### src/rtl/spi_command_sender_if.sv
// Request/payload/receive handshake bundle between a frame producer and spi_command_sender.
// The producer side uses the master modport; the sender uses the slave modport.
interface spi_command_sender_if #(
    parameter int LEN_W = 16
);
    logic             cmd_valid;
    logic             cmd_ready;
    logic [7:0]       cmd_byte;
    logic [LEN_W-1:0] cmd_len;
    logic             data_valid;
    logic             data_ready;
    logic [7:0]       data_byte;
    logic             rx_valid;
    logic [7:0]       rx_byte;

    modport master (
        output cmd_valid, cmd_byte, cmd_len, data_valid, data_byte,
        input  cmd_ready, data_ready, rx_valid, rx_byte
    );

    modport slave (
        input  cmd_valid, cmd_byte, cmd_len, data_valid, data_byte,
        output cmd_ready, data_ready, rx_valid, rx_byte
    );
endinterface

### src/rtl/spi_command_sender.sv
// SPI mode-0 master: sends one command byte plus cmd_len payload bytes MSB first under a single
// chip-select, samples MISO on each rising SPI clock and returns completed bytes.
module spi_command_sender #(
    parameter int CLK_DIV = 4,
    parameter int LEN_W   = 16
) (
    input  logic                 clock,
    input  logic                 reset_n,
    spi_command_sender_if.slave  bus,
    output logic                 spi_clk,
    output logic                 spi_mosi,
    output logic                 spi_cs,
    input  logic                 spi_miso,
    output logic                 busy
);
    localparam int              PW         = $clog2(CLK_DIV) + 1;
    localparam logic [PW-1:0]   PHASE_LAST = PW'(CLK_DIV - 1);

    typedef enum logic [2:0] {
        IDLE,
        LO,
        HI,
        WAIT_DATA,
        HOLD,
        GAP
    } state_t;

    state_t           state;
    state_t           state_next;
    logic [PW-1:0]    phase_cnt;
    logic [2:0]       bit_idx;
    logic [7:0]       tx_shift;
    logic [7:0]       rx_shift;
    logic [7:0]       rx_byte_q;
    logic             rx_valid_q;
    logic [LEN_W-1:0] remaining;
    logic             phase_done;
    logic             timed_state;
    logic             accept;
    logic             take;
    logic             cmd_ready_c;
    logic             data_ready_c;

    assign phase_done  = (phase_cnt == PHASE_LAST);
    assign timed_state = (state == LO) || (state == HI) || (state == HOLD) || (state == GAP);
    assign accept      = (state == IDLE) && bus.cmd_valid;
    assign take        = (state == WAIT_DATA) && bus.data_valid;

    always_ff @(posedge clock or negedge reset_n) begin
        if (!reset_n) begin
            state <= IDLE;
        end else begin
            state <= state_next;
        end
    end

    always_comb begin
        state_next = state;
        case (state)
            IDLE:      if (accept) state_next = LO;
            LO:        if (phase_done) state_next = HI;
            HI: begin
                if (phase_done) begin
                    if (bit_idx != 3'd0)          state_next = LO;
                    else if (remaining != '0)     state_next = WAIT_DATA;
                    else                          state_next = HOLD;
                end
            end
            WAIT_DATA: if (take) state_next = LO;
            HOLD:      if (phase_done) state_next = GAP;
            GAP:       if (phase_done) state_next = IDLE;
            default:   state_next = IDLE;
        endcase
    end

    // Shift data, bit/byte bookkeeping and MISO capture; MISO is taken on the last LO cycle,
    // which is the cycle whose closing edge raises spi_clk.
    always_ff @(posedge clock or negedge reset_n) begin
        if (!reset_n) begin
            phase_cnt  <= '0;
            bit_idx    <= 3'd0;
            tx_shift   <= 8'h00;
            rx_shift   <= 8'h00;
            rx_byte_q  <= 8'h00;
            rx_valid_q <= 1'b0;
            remaining  <= '0;
        end else begin
            rx_valid_q <= 1'b0;
            if (timed_state && !phase_done) begin
                phase_cnt <= phase_cnt + 1'b1;
            end else begin
                phase_cnt <= '0;
            end
            case (state)
                IDLE: begin
                    if (accept) begin
                        tx_shift  <= bus.cmd_byte;
                        remaining <= bus.cmd_len;
                        bit_idx   <= 3'd7;
                    end
                end
                LO: begin
                    if (phase_done) rx_shift <= {rx_shift[6:0], spi_miso};
                end
                HI: begin
                    if (phase_done) begin
                        tx_shift <= {tx_shift[6:0], 1'b0};
                        if (bit_idx != 3'd0) begin
                            bit_idx <= bit_idx - 3'd1;
                        end else begin
                            rx_valid_q <= 1'b1;
                            rx_byte_q  <= rx_shift;
                        end
                    end
                end
                WAIT_DATA: begin
                    if (take) begin
                        tx_shift  <= bus.data_byte;
                        remaining <= remaining - 1'b1;
                        bit_idx   <= 3'd7;
                    end
                end
                default: ;
            endcase
        end
    end

    always_comb begin
        spi_clk      = 1'b0;
        spi_cs       = 1'b1;
        spi_mosi     = 1'b0;
        cmd_ready_c  = 1'b0;
        data_ready_c = 1'b0;
        busy         = 1'b1;
        case (state)
            IDLE: begin
                cmd_ready_c = 1'b1;
                busy        = 1'b0;
            end
            LO: begin
                spi_cs   = 1'b0;
                spi_mosi = tx_shift[7];
            end
            HI: begin
                spi_cs   = 1'b0;
                spi_clk  = 1'b1;
                spi_mosi = tx_shift[7];
            end
            WAIT_DATA: begin
                spi_cs       = 1'b0;
                data_ready_c = 1'b1;
            end
            HOLD:    spi_cs = 1'b0;
            default: ;
        endcase
    end

    // The reset term keeps cmd_ready low while reset_n is held, even though state reads IDLE.
    assign bus.cmd_ready  = cmd_ready_c & reset_n;
    assign bus.data_ready = data_ready_c;
    assign bus.rx_valid   = rx_valid_q;
    assign bus.rx_byte    = rx_byte_q;
endmodule

### src/flat_wrapper.sv
// flat-port wrapper written by rule: the top's interface ports become plain ports
module spi_command_sender_flat 
#(
    parameter int CLK_DIV = 4,
    parameter int LEN_W   = 16
)
  (clock, reset_n, spi_clk, spi_mosi, spi_cs, spi_miso, busy, bus_cmd_valid, bus_cmd_byte, bus_cmd_len, bus_data_valid, bus_data_byte, bus_cmd_ready, bus_data_ready, bus_rx_valid, bus_rx_byte);
  spi_command_sender_if #(.LEN_W(LEN_W)) bus_i ();
  input  logic clock;
  input  logic reset_n;
  output logic spi_clk;
  output logic spi_mosi;
  output logic spi_cs;
  input  logic spi_miso;
  output logic busy;
  input wire logic [$bits(bus_i.cmd_valid)-1:0] bus_cmd_valid;
  input wire logic [$bits(bus_i.cmd_byte)-1:0] bus_cmd_byte;
  input wire logic [$bits(bus_i.cmd_len)-1:0] bus_cmd_len;
  input wire logic [$bits(bus_i.data_valid)-1:0] bus_data_valid;
  input wire logic [$bits(bus_i.data_byte)-1:0] bus_data_byte;
  output wire logic [$bits(bus_i.cmd_ready)-1:0] bus_cmd_ready;
  output wire logic [$bits(bus_i.data_ready)-1:0] bus_data_ready;
  output wire logic [$bits(bus_i.rx_valid)-1:0] bus_rx_valid;
  output wire logic [$bits(bus_i.rx_byte)-1:0] bus_rx_byte;
  assign bus_i.cmd_valid = bus_cmd_valid;
  assign bus_i.cmd_byte = bus_cmd_byte;
  assign bus_i.cmd_len = bus_cmd_len;
  assign bus_i.data_valid = bus_data_valid;
  assign bus_i.data_byte = bus_data_byte;
  assign bus_cmd_ready = bus_i.cmd_ready;
  assign bus_data_ready = bus_i.data_ready;
  assign bus_rx_valid = bus_i.rx_valid;
  assign bus_rx_byte = bus_i.rx_byte;
  spi_command_sender #(.CLK_DIV(CLK_DIV), .LEN_W(LEN_W)) u_core (.clock(clock), .reset_n(reset_n), .bus(bus_i), .spi_clk(spi_clk), .spi_mosi(spi_mosi), .spi_cs(spi_cs), .spi_miso(spi_miso), .busy(busy));
endmodule
### config.mk
export PLATFORM = sky130hd
export DESIGN_NAME = spi_command_sender_flat
export DESIGN_NICKNAME = d
export VERILOG_FILES = /design/src/rtl/spi_command_sender_if.sv /design/src/rtl/spi_command_sender.sv /design/src/flat_wrapper.sv
export SDC_FILE = /design/constraint.sdc
export NUM_CORES = 1
export LEC_CHECK = 0
export BUFFER_PORTS_ARGS = -buffer_cell sky130_fd_sc_hd__buf_2
export CAP_MARGIN = 20
export CORE_UTILIZATION = 30
export DETAILED_ROUTE_END_ITERATION = 8
export SYNTH_ARGS = -nofsm -noshare
export SYNTH_HDL_FRONTEND = slang
export SYNTH_SLANG_ARGS = --single-unit
### constraint.sdc
create_clock -name clock -period 2.6 [get_ports clock]
set_input_delay 0.39 -clock clock [delete_from_list [all_inputs] [get_ports clock]]
set_output_delay 0.39 -clock clock [all_outputs]
set_load 0.02 [all_outputs]
==> results of run 1 <==
==> area by class of cell <==
type	instances	area, um^2	share of cell area
Clock buffer	5	68.8	0.0216
Clock inverter	3	28.8	0.00905
Inverter	9	33.8	0.0106
Multi-Input combinational cell	204	1330	0.419
Sequential cell	50	1250	0.394
Tap cell	108	135	0.0425
Timing Repair Buffer	61	330	0.104
==> state kept, by name (all words and copies together), names as in the netlist <==
name,count
u_core.tx_shift,8
u_core.remaining,16
u_core.bus.rx_valid,1
u_core.state,3
u_core.rx_shift,8
u_core.phase_cnt,3
u_core.bus.rx_byte,8
u_core.bit_idx,3
==> report_power, final <==
group          internal [mW]  switching, mW
Clock                  0.202          0.304
Sequential              1.05          0.261
Combinational          0.558          0.733
Total                   1.81           1.30
==> final timing paths <==
| check | from | endpoint | cells after the start |
|---|---|---|---|
| min in group clock | spi_miso | u_core.rx_shift[0]$_DFFE_PN0P_ | 2 |
| max in group asynchronous | reset_n | u_core.state[2]$_DFFE_PN0P_ | 2 |
| max | u_core.state[0]$_DFFE_PN0P_ | bus_data_ready | 5 |
| min | reset_n | u_core.remaining[11]$_DFFE_PN0P_ | 2 |
| max reg2reg | u_core.state[0]$_DFFE_PN0P_ | u_core.bit_idx[1]$_DFFE_PN0P_ | 5 |
| min reg2reg | u_core.phase_cnt[0]$_DFF_PN0_ | u_core.phase_cnt[0]$_DFF_PN0_ | 1 |
==> Yosys cell counts, types with 2 or more instances <==
library cell	instances
sky130_fd_sc_hd__nor3_1	4
sky130_fd_sc_hd__and3_1	4
sky130_fd_sc_hd__mux2i_1	9
sky130_fd_sc_hd__mux2_2	16
sky130_fd_sc_hd__a21oi_1	22
sky130_fd_sc_hd__o21a_1	3
sky130_fd_sc_hd__nor3_2	2
sky130_fd_sc_hd__nand3_1	8
sky130_fd_sc_hd__nor2_1	24
sky130_fd_sc_hd__a31oi_1	3
sky130_fd_sc_hd__o22ai_1	5
sky130_fd_sc_hd__o21ai_0	18
sky130_fd_sc_hd__inv_1	9
sky130_fd_sc_hd__buf_2	10
sky130_fd_sc_hd__clkbuf_1	3
sky130_fd_sc_hd__o21bai_1	2
sky130_fd_sc_hd__nand4_1	4
sky130_fd_sc_hd__ha_1	5
sky130_fd_sc_hd__dfrtp_1	50
sky130_fd_sc_hd__o211ai_1	8
sky130_fd_sc_hd__nor3b_1	3
sky130_fd_sc_hd__nor4_1	3
sky130_fd_sc_hd__or3_1	3
sky130_fd_sc_hd__a2bb2oi_1	6
sky130_fd_sc_hd__nand2_1	29
sky130_fd_sc_hd__nand2b_1	3
sky130_fd_sc_hd__buf_1	2
==> stage by stage <==
stage | cell area, um^2 | utilization
4_1_cts | 3180 | 0.366
3_3_place_gp | 3080 | 0.355
6_report | 3180 | 0.366
5_1_grt | 3180 | 0.366
3_5_place_dp | 3080 | 0.355
2_1_floorplan | 2690 | -
==> metal layers <==
| metal | part of all wire | global-route usage |
|---|---|---|
| met1 | 0.48 | 0.199 |
| met2 | 0.46 | 0.212 |
| met3 | 0.054 | 0.0275 |
| met4 | 0.0063 | 0.0241 |
| met5 | 0 | 0 |
==> critical path: cells and delay by family (launching register included) <==
kind | cells | cell delay [ns]
flops | 1 | 0.56
simple gates | 1 | 0.13
buf+inv | 4 | 0.99
==> kinds of logic (layout without fill, tap and decap cells) <==
kind of cell / Yosys count / in the layout / synth area share
simple gates: 95 / 95 / 0.183
buf+inv: 24 / 78 / 0.0382
xor+xnor: 1 / 1 / 0.00326
mux: 25 / 25 / 0.101
compound gates: 78 / 78 / 0.185
flops: 50 / 50 / 0.466
fa+ha+maj: 5 / 5 / 0.0233
==> metrics.json, run 1 <==
{
  "worst_path_most_repeated_cell": "sky130_fd_sc_hd__buf_4",
  "routabilityCongestion": 0.812,
  "synth_top_flop_cell": "sky130_fd_sc_hd__dfrtp_1",
  "worstMarginPinSlew_ns": 0.757,
  "synth.yosys.warnings": 0,
  "post-synth-top-area-fraction": 0.466,
  "layout.nets": 373,
  "timing.reg2reg.setup_slack_ns": 0.51,
  "peakVddDrop_mv": 0.466,
  "classification_of_the_worst_setup_path": "reg -> out",
  "post_synth_instance_area_um2": 2690,
  "syn_inst": 278,
  "final_layout_size_suffix_gt1_frac": 0.277,
  "floorplan.initialDensity": 0.309,
  "total_routed_wirelength_mm": 6.15,
  "routed_via_density": 5.16,
  "hp-class": "in -> async",
  "antenna_found_initial": 0,
  "clock_tree.root_cell": "sky130_fd_sc_hd__clkbuf_8",
  "grt_first_pass_wirelength_mm": 10.6,
  "die_width_um": 96.6,
  "timing.critical_path.to_type": "primary output",
  "overall_routing_resource_usage": 0.137,
  "cap_violations": 0,
  "finalCritPeriodShare": 0.922,
  "arrival_ns": 2.01,
  "floorplan.core_area_um2": 8680,
  "setup_viol": 0,
  "total_power_of_the_final_layout_mw": 3.11,
  "detailedRoute.firstPassIterationCount": 4,
  "num_io_pins": 52,
  "critPathSlowestCell": "sky130_fd_sc_hd__dfrtp_1",
  "post_cts_hold_buffer_count": 0,
  "final_critical_path_setup_slack_ns": 0.204,
  "cts.repair_timing.setup_buffer_count": 0,
  "initialDrtViolationCount": 98,
  "pre_cts_slack_ns": 0.536,
  "worst_clock_skew_ns": 0.00647,
  "ys_seq_elements": 50,
  "clock-sinks": 50,
  "overflow": 0,
  "max-clock-path-buffers": 2,
  "stdcell_count": 440,
  "vias": 2271,
  "most-common-layout-cells": "51 x sky130_fd_sc_hd__buf_2, 50 x sky130_fd_sc_hd__dfrtp_1, 29 x sky130_fd_sc_hd__nand2_1",
  "std_cell_rows": 34,
  "tritoncts": "done",
  "insertion_delay_ns": 0.31,
  "layout.filler_cells": 895,
  "routedWlPerCell_um": 14.0,
  "fmax_mhz": 417,
  "finalWorstPathRequiredPeriod_ns": 2.40,
  "netlist.top_cell.by_area": "sky130_fd_sc_hd__dfrtp_1",
  "synth_top_cells_by_area": "sky130_fd_sc_hd__dfrtp_1 47%, sky130_fd_sc_hd__mux2_2 6.7%, sky130_fd_sc_hd__a21oi_1 4.1%, sky130_fd_sc_hd__nand2_1 4.1%, sky130_fd_sc_hd__mux2i_1 3.4%",
  "synthDistinctLibCells": 47,
  "timing.critical_path.from_type": "flop",
  "worst_slew_margin_rel": 0.495,
  "grt_max_degree": 51,
  "antenna_left": 0,
  "hold_viol_final": 0,
  "grt_setup_unrepaired": "no",
  "cp_data_required_time_ns": 2.21,
  "post_synth.cell_area_avg_um2": 9.66,
  "number_of_buffers_created_by_cts": 5,
  "syn-num-nets": 320,
  "numPortBuffers": 51,
  "grt_pass1_vias": 2194,
  "synth_enable_flop_cells": 0,
  "p_leak_nw": 1.46,
  "finalMaxSlewViolations": 0,
  "synth_async_sr_flop_share": 1.00,
  "htreeDepth": 2,
  "power.density_nw_per_um2": 979,
  "worstPathCellList": "buf_4, nand3b_1, inv_1, buf_4, buf_2",
  "clkSlewWorstSetupHoldPaths_ns": 0.11,
  "growth_of_design_area_from_synthesis_to_finish_pct": 18.4,
  "cts-resized-gates": 0,
  "insertedDiodeCount": 0,
  "drcViolationCount": 0,
  "placed_cells": 432,
  "timing.critical_path.fanout_max": 25,
  "outcome": "completed",
  "totalNegativeSetupSlack_ns": 0,
  "hold_ws_ns": 0.247,
  "cp_slowest_stage_delay_ns": 0.56,
  "final_common_cell": "sky130_fd_sc_hd__buf_2",
  "die_area_um2": 9330,
  "dp.final_hpwl_mm": 4.38,
  "synth-seq-area-share": 0.466,
  "die_h_um": 96.6
}
Power figures use the tool's default switching activity.
==> run 2: changes to the inputs <==
--- a/config.mk
+++ b/config.mk
@@ -9,6 +9,7 @@
 export CAP_MARGIN = 20
 export CORE_UTILIZATION = 30
 export DETAILED_ROUTE_END_ITERATION = 8
+export RECOVER_POWER = 50
 export SYNTH_ARGS = -nofsm -noshare
 export SYNTH_HDL_FRONTEND = slang
 export SYNTH_SLANG_ARGS = --single-unit
==> metrics.json, run 2 (synthesis results as in run 1) <==
{
  "outcome": {"value": "completed", "change": "unchanged"},
  "cap_violations": {"value": 0, "change": "unchanged"},
  "timing.critical_path.fanout_max": {"value": 25, "change": "unchanged"},
  "peakVddDrop": {"value": 0.466, "unit": "mV", "change": "about the same"},
  "htreeDepth": {"value": 2, "change": "unchanged"},
  "drcViolationCount": {"value": 0, "change": "unchanged"},
  "die_h": {"value": 96.6, "unit": "um", "change": "unchanged"},
  "clock_tree.root_cell": {"value": "sky130_fd_sc_hd__clkbuf_8", "change": "unchanged"},
  "hold_viol_final": {"value": 0, "change": "unchanged"},
  "finalWorstPathRequiredPeriod": {"value": 2.40, "unit": "ns", "change": "about the same"},
  "stdcell_count": {"value": 440, "change": "unchanged"},
  "fmax": {"value": 417, "unit": "MHz", "change": "about the same"},
  "initialDrtViolationCount": {"value": 98, "change": "unchanged"},
  "registers.top_by_ff_count": {"value": "u_core.remaining", "change": "unchanged"},
  "post_cts_hold_buffer_count": {"value": 0, "change": "unchanged"},
  "insertion_delay": {"value": 0.31, "unit": "ns", "change": "about the same"},
  "cp_data_required_time": {"value": 2.21, "unit": "ns", "change": "about the same"},
  "hold_ws": {"value": 0.308, "unit": "ns", "change": "was 0.247 ns"},
  "setup_viol": {"value": 0, "change": "unchanged"},
  "postPlaceCellArea": {"value": 3080, "unit": "um^2", "change": "unchanged"},
  "area.sequential": {"value": 1250, "unit": "um^2", "change": "unchanged"},
  "routabilityCongestion": {"value": 0.812, "change": "unchanged"},
  "grt_first_pass_wirelength": {"value": 10.6, "unit": "mm", "change": "unchanged"},
  "clkSlewWorstSetupHoldPaths": {"value": 0.11, "unit": "ns", "change": "about the same"},
  "final_critical_path_setup_slack": {"value": 0.204, "unit": "ns", "change": "about the same"},
  "worst_path_most_repeated_cell": {"value": "sky130_fd_sc_hd__buf_4", "change": "unchanged"},
  "layout.nets": {"value": 373, "change": "unchanged"},
  "finalCritPeriodShare": {"value": 0.921, "change": "was 0.922"},
  "classification_of_the_worst_setup_path": {"value": "reg -> out", "change": "unchanged"},
  "routedWlPerCell": {"value": 14.0, "unit": "um", "change": "about the same"},
  "placed_cells": {"value": 432, "change": "unchanged"},
  "die_width": {"value": 96.6, "unit": "um", "change": "unchanged"},
  "power.density": {"value": 983, "unit": "nW/um^2", "change": "was 979 nW/um^2"},
  "layout.filler_cells": {"value": 902, "change": "was 895"},
  "pre_cts_slack": {"value": 0.536, "unit": "ns", "change": "unchanged"},
  "grt_max_degree": {"value": 51, "change": "unchanged"},
  "finished_layout_cell_area": {"value": 3170, "unit": "um^2", "change": "was 3180 um^2"},
  "worst_slew_margin_rel": {"value": 0.156, "change": "was 0.495"},
  "largest_register_ff_count": {"value": 16, "change": "unchanged"},
  "timing.critical_path.to_type": {"value": "primary output", "change": "unchanged"},
  "final_common_cell": {"value": "sky130_fd_sc_hd__dfrtp_1", "change": "was sky130_fd_sc_hd__buf_2"},
  "critPathSlowestCell": {"value": "sky130_fd_sc_hd__dfrtp_1", "change": "unchanged"},
  "grt_setup_unrepaired": {"value": "no", "change": "unchanged"},
  "multi_input_comb_area": {"value": 1330, "unit": "um^2", "change": "unchanged"},
  "antenna_left": {"value": 0, "change": "unchanged"},
  "die_area": {"value": 9330, "unit": "um^2", "change": "unchanged"},
  "overflow": {"value": 0, "change": "unchanged"},
  "p_leak": {"value": 1.43, "unit": "nW", "change": "was 1.46 nW"},
  "tritoncts": {"value": "done", "change": "unchanged"},
  "floorplan.core_area": {"value": 8680, "unit": "um^2", "change": "unchanged"},
  "growth_of_design_area_from_synthesis_to_finish": {"value": 17.9, "unit": "%", "change": "was 18.4%"},
  "numPortBuffers": {"value": 51, "change": "unchanged"},
  "finish.utilization": {"value": 0.365, "change": "was 0.366"},
  "timing.critical_path.from_type": {"value": "flop", "change": "unchanged"},
  "cts-resized-gates": {"value": 0, "change": "unchanged"},
  "vias": {"value": 2271, "change": "unchanged"},
  "grt_pass1_vias": {"value": 2194, "change": "unchanged"},
  "most-common-layout-cells": {"value": "50 x sky130_fd_sc_hd__dfrtp_1, 43 x sky130_fd_sc_hd__buf_2, 29 x sky130_fd_sc_hd__nand2_1", "change": "was 51 x sky130_fd_sc_hd__buf_2, 50 x sky130_fd_sc_hd__dfrtp_1, 29 x sky130_fd_sc_hd__nand2_1"},
  "final_layout_size_suffix_gt1_frac": {"value": 0.253, "change": "was 0.277"},
  "num_io_pins": {"value": 52, "change": "unchanged"},
  "routed_via_density": {"value": 5.16, "change": "unchanged"},
  "worstMarginPinSlew": {"value": 1.27, "unit": "ns", "change": "was 0.757 ns"},
  "clock-sinks": {"value": 50, "change": "unchanged"},
  "max-clock-path-buffers": {"value": 2, "change": "unchanged"},
  "arrival": {"value": 2.01, "unit": "ns", "change": "about the same"},
  "cp_slowest_stage_delay": {"value": 0.56, "unit": "ns", "change": "about the same"},
  "timing.reg2reg.setup_slack": {"value": 0.51, "unit": "ns", "change": "about the same"},
  "number_of_buffers_created_by_cts": {"value": 5, "change": "unchanged"},
  "finalMaxSlewViolations": {"value": 0, "change": "unchanged"},
  "worst_clock_skew": {"value": 0.00647, "unit": "ns", "change": "about the same"},
  "insertedDiodeCount": {"value": 0, "change": "unchanged"},
  "antenna_found_initial": {"value": 0, "change": "unchanged"},
  "hp-class": {"value": "in -> reg", "change": "was in -> async"},
  "total_routed_wirelength": {"value": 6.15, "unit": "mm", "change": "about the same"},
  "detailedRoute.firstPassIterationCount": {"value": 4, "change": "unchanged"},
  "cts.repair_timing.setup_buffer_count": {"value": 0, "change": "unchanged"},
  "std_cell_rows": {"value": 34, "change": "unchanged"},
  "floorplan.initialDensity": {"value": 0.309, "change": "unchanged"},
  "worstPathCellList": {"value": "buf_4, nand3b_1, inv_1, buf_4, buf_2", "change": "unchanged"},
  "dp.final_hpwl": {"value": 4.38, "unit": "mm", "change": "unchanged"},
  "overall_routing_resource_usage": {"value": 0.137, "change": "unchanged"},
  "total_power_of_the_final_layout": {"value": 3.11, "unit": "mW", "change": "about the same"},
  "totalNegativeSetupSlack": {"value": 0, "unit": "ns", "change": "unchanged"}
}
==> run 2: cell count changes in the layout (fill, tap and decap cells not counted), sizes merged <==
| cell | previous run | this run |
|---|---|---|
| buf | 61 | 52 |
| clkbuf | 5 | 14 |
==> run 2: worst max-delay path: cells and delay by family, from the launching register on <==
kind | cells | cell delay, ns
buffers and inverters | 4 | 0.99
DFF | 1 | 0.56
and+or+nand+nor | 1 | 0.13
==> run 2: final cells by class <==
| class | instances | area share |
|---|---|---|
| Multi-Input combinational cell | 204 | 0.420 |
| Sequential cell | 50 | 0.395 |
| Timing Repair Buffer | 61 | 0.100 |
| Tap cell | 108 | 0.0427 |
| Clock buffer | 5 | 0.0217 |
| Inverter | 9 | 0.0107 |
| Clock inverter | 3 | 0.00909 |
==> run 2: final timing paths <==
path	start	endpoint	depth (start not counted)
max	u_core.state[0]$_DFFE_PN0P_	bus_data_ready	5
min	spi_miso	u_core.rx_shift[0]$_DFFE_PN0P_	2
max reg2reg	u_core.state[0]$_DFFE_PN0P_	u_core.bit_idx[1]$_DFFE_PN0P_	5
min reg2reg	u_core.phase_cnt[0]$_DFF_PN0_	u_core.phase_cnt[0]$_DFF_PN0_	1
max in group asynchronous	reset_n	u_core.state[2]$_DFFE_PN0P_	2
min in group asynchronous	reset_n	u_core.remaining[11]$_DFFE_PN0P_	2
==> run 2: routing by layer <==
metal | wire length [um] | vias to the layer above | track usage
li1 | - | 1119 | -
met1 | 2930 | 1085 | 0.199
met2 | 2850 | 63 | 0.212
met3 | 332 | 4 | 0.0275
met4 | 39 | 0 | 0.0241
met5 | 0 | - | 0
==> run 2: where the power goes <==
group	switching, mW	internal (mW)	leakage [nW]
logic	0.733	0.557	0.754
registers	0.261	1.05	0.624
clock network	0.304	0.202	0.0506
==> run 3: changes to the inputs <==
--- a/config.mk
+++ b/config.mk
@@ -5,10 +5,12 @@
 export SDC_FILE = /design/constraint.sdc
 export NUM_CORES = 1
 export LEC_CHECK = 0
+export ABC_CLOCK_PERIOD_IN_PS = 2600
 export BUFFER_PORTS_ARGS = -buffer_cell sky130_fd_sc_hd__buf_2
 export CAP_MARGIN = 20
-export CORE_UTILIZATION = 30
+export CORE_UTILIZATION = 55
 export DETAILED_ROUTE_END_ITERATION = 8
+export PLACE_DENSITY = 0.79
 export RECOVER_POWER = 50
 export SYNTH_ARGS = -nofsm -noshare
 export SYNTH_HDL_FRONTEND = slang
==> metrics.json, run 3 (synthesis results as in run 1) <==
{
  "hp-class": {"value": "in -> reg", "change": "unchanged"},
  "clkSlewWorstSetupHoldPaths": {"value": 0.10, "unit": "ns", "change": "was 0.11 ns"},
  "growth_of_design_area_from_synthesis_to_finish": {"value": 15.7, "unit": "%", "change": "was 17.9%"},
  "p_leak": {"value": 1.42, "unit": "nW", "change": "was 1.43 nW"},
  "overall_routing_resource_usage": {"value": 0.248, "change": "was 0.137"},
  "startpoint_of_the_most_critical_setup_path": {"value": "u_core.state[1]$_DFFE_PN0P_", "change": "was u_core.state[0]$_DFFE_PN0P_"},
  "number_of_buffers_created_by_cts": {"value": 5, "change": "unchanged"},
  "antenna_found_initial": {"value": 0, "change": "unchanged"},
  "peakVddDrop": {"value": 0.538, "unit": "mV", "change": "was 0.466 mV"},
  "routedWlPerCell": {"value": 14.7, "unit": "um", "change": "was 14.0 um"},
  "cp_data_required_time": {"value": 2.21, "unit": "ns", "change": "about the same"},
  "setup_viol": {"value": 0, "change": "unchanged"},
  "cts.repair_timing.setup_buffer_count": {"value": 0, "change": "unchanged"},
  "finalCritPeriodShare": {"value": 0.882, "change": "was 0.921"},
  "total_power_of_the_final_layout": {"value": 3.10, "unit": "mW", "change": "was 3.11 mW"},
  "antenna_left": {"value": 0, "change": "unchanged"},
  "timing.critical_path.fanout_max": {"value": 18, "change": "was 25"},
  "tritoncts": {"value": "done", "change": "unchanged"},
  "finalWorstPathRequiredPeriod": {"value": 2.29, "unit": "ns", "change": "was 2.40 ns"},
  "outcome": {"value": "completed", "change": "unchanged"},
  "arrival": {"value": 1.90, "unit": "ns", "change": "was 2.01 ns"},
  "vias": {"value": 2300, "change": "was 2271"},
  "holdPathStages": {"value": 2, "change": "unchanged"},
  "finalMaxSlewViolations": {"value": 0, "change": "unchanged"},
  "die_h": {"value": 71.9, "unit": "um", "change": "was 96.6 um"},
  "final_layout_size_suffix_gt1_frac": {"value": 0.251, "change": "was 0.253"},
  "r2r_cells": {"value": 6, "change": "was 5"},
  "worstHoldEndpoint": {"value": "u_core.rx_shift[0]$_DFFE_PN0P_", "change": "unchanged"},
  "worst_slew_margin_rel": {"value": 0.174, "change": "was 0.156"},
  "die_area": {"value": 5170, "unit": "um^2", "change": "was 9330 um^2"},
  "numPortBuffers": {"value": 51, "change": "unchanged"},
  "power.density": {"value": 998, "unit": "nW/um^2", "change": "was 983 nW/um^2"},
  "grt_max_degree": {"value": 51, "change": "unchanged"},
  "rr_endpoint": {"value": "u_core.bit_idx[1]$_DFFE_PN0P_", "change": "unchanged"},
  "fmax": {"value": 436, "unit": "MHz", "change": "was 417 MHz"},
  "most-common-layout-cells": {"value": "50 x sky130_fd_sc_hd__dfrtp_1, 43 x sky130_fd_sc_hd__buf_2, 29 x sky130_fd_sc_hd__nand2_1", "change": "unchanged"},
  "cts-resized-gates": {"value": 0, "change": "unchanged"},
  "overflow": {"value": 0, "change": "unchanged"},
  "worstMarginPinSlew": {"value": 1.24, "unit": "ns", "change": "was 1.27 ns"},
  "min-delay-start": {"value": "spi_miso", "change": "unchanged"},
  "std_cell_rows": {"value": 25, "change": "was 34"},
  "floorplan.initialDensity": {"value": 0.568, "change": "was 0.309"},
  "final_common_cell": {"value": "sky130_fd_sc_hd__dfrtp_1", "change": "unchanged"},
  "grt_first_pass_wirelength": {"value": 9.86, "unit": "mm", "change": "was 10.6 mm"},
  "classification_of_the_worst_setup_path": {"value": "reg -> out", "change": "unchanged"},
  "timing.critical_path.to_type": {"value": "primary output", "change": "unchanged"},
  "timing.reg2reg.setup_slack": {"value": 0.59, "unit": "ns", "change": "was 0.51 ns"},
  "finish.utilization": {"value": 0.657, "change": "was 0.365"},
  "totalNegativeSetupSlack": {"value": 0, "unit": "ns", "change": "unchanged"},
  "grt_pass1_vias": {"value": 2162, "change": "was 2194"},
  "floorplan.core_area": {"value": 4720, "unit": "um^2", "change": "was 8680 um^2"},
  "die_width": {"value": 71.9, "unit": "um", "change": "was 96.6 um"},
  "drcViolationCount": {"value": 0, "change": "unchanged"},
  "post_cts_hold_buffer_count": {"value": 0, "change": "unchanged"},
  "clock_tree.root_cell": {"value": "sky130_fd_sc_hd__clkbuf_8", "change": "unchanged"},
  "clock-sinks": {"value": 50, "change": "unchanged"},
  "routabilityCongestion": {"value": 0.872, "change": "was 0.812"},
  "cap_violations": {"value": 0, "change": "unchanged"},
  "registers.top_by_ff_count": {"value": "u_core.remaining", "change": "unchanged"},
  "largest_register_ff_count": {"value": 16, "change": "unchanged"},
  "worst_clock_skew": {"value": 0.0112, "unit": "ns", "change": "was 0.00647 ns"},
  "insertion_delay": {"value": 0.31, "unit": "ns", "change": "about the same"},
  "routed_via_density": {"value": 5.78, "change": "was 5.16"},
  "max-clock-path-buffers": {"value": 2, "change": "unchanged"},
  "detailedRoute.firstPassIterationCount": {"value": 4, "change": "unchanged"},
  "htreeDepth": {"value": 2, "change": "unchanged"},
  "r2r_start": {"value": "u_core.phase_cnt[0]$_DFF_PN0_", "change": "was u_core.state[0]$_DFFE_PN0P_"},
  "dp.final_hpwl": {"value": 4.22, "unit": "mm", "change": "was 4.38 mm"},
  "initialDrtViolationCount": {"value": 232, "change": "was 98"},
  "hold_viol_final": {"value": 0, "change": "unchanged"},
  "timing.critical_path.from_type": {"value": "flop", "change": "unchanged"},
  "insertedDiodeCount": {"value": 0, "change": "unchanged"},
  "num_io_pins": {"value": 52, "change": "unchanged"},
  "total_routed_wirelength": {"value": 5.85, "unit": "mm", "change": "was 6.15 mm"},
  "layout.nets": {"value": 372, "change": "was 373"},
  "grt_setup_unrepaired": {"value": "no", "change": "unchanged"}
}
run 3: cell types whose count changed in the layout (fill, tap and decap cells not counted), sizes merged:
cell / previous run / this run
clkinvlp: 0 / 1
inv: 11 / 9
clkbuf: 14 / 15
buf: 52 / 51
run 3: layout make-up:
class / count / area [um^2]
inverter: 9 / 33.8
multi-input combinational: 204 / 1330
fill: 387 / 1620
tap: 67 / 83.8
clock inverter: 2 / 12.5
clock buffer: 6 / 82.6
timing repair buffer: 60 / 310
sequential: 50 / 1250
run 3: where the power goes:
part	internal, mW	switching [mW]	leakage (nW)
sequential	1.05	0.268	0.624
clock	0.214	0.264	0.0472
combinational	0.555	0.746	0.748
run 3: how the worst max path moves through the flow:
stage / endpoint / slack [ns]
6_report: bus_data_ready / 0.31
5_1_grt: bus_data_ready / 0.19
4_1_cts: bus_data_ready / 0.32
3_5_place_dp: u_core.remaining[13]$_DFFE_PN0P_ / 0.63
3_3_place_gp: u_core.remaining[13]$_DFFE_PN0P_ / 0.67
2_1_floorplan: u_core.state[1]$_DFFE_PN0P_ / 0.69
run 3: routing by layer:
metal	GRT usage	up-vias	part of all wire
met2	0.410	48	0.50
met5	0	-	0
met3	0.0675	5	0.045
met4	0.0741	0	0.0092
li1	-	1121	-
met1	0.321	1126	0.44
run 3: through the flow:
stage	worst slack [ns]	instance area, um^2	std cells	hold WS (ns)
floorplan	0.692	2690	278	0.0944
global placement	0.666	3020	390	0.421
detailed placement	0.635	3020	390	0.430
CTS	0.320	3120	398	0.234
global route	0.186	3110	398	0.306
finish	0.307	3110	398	0.319
run 3: critical path: stages (launching register included):
cell	delay (ns)
sky130_fd_sc_hd__dfrtp_1	0.62
sky130_fd_sc_hd__nand3b_1	0.16
sky130_fd_sc_hd__inv_1	0.33
sky130_fd_sc_hd__buf_4	0.29
sky130_fd_sc_hd__buf_2	0.19
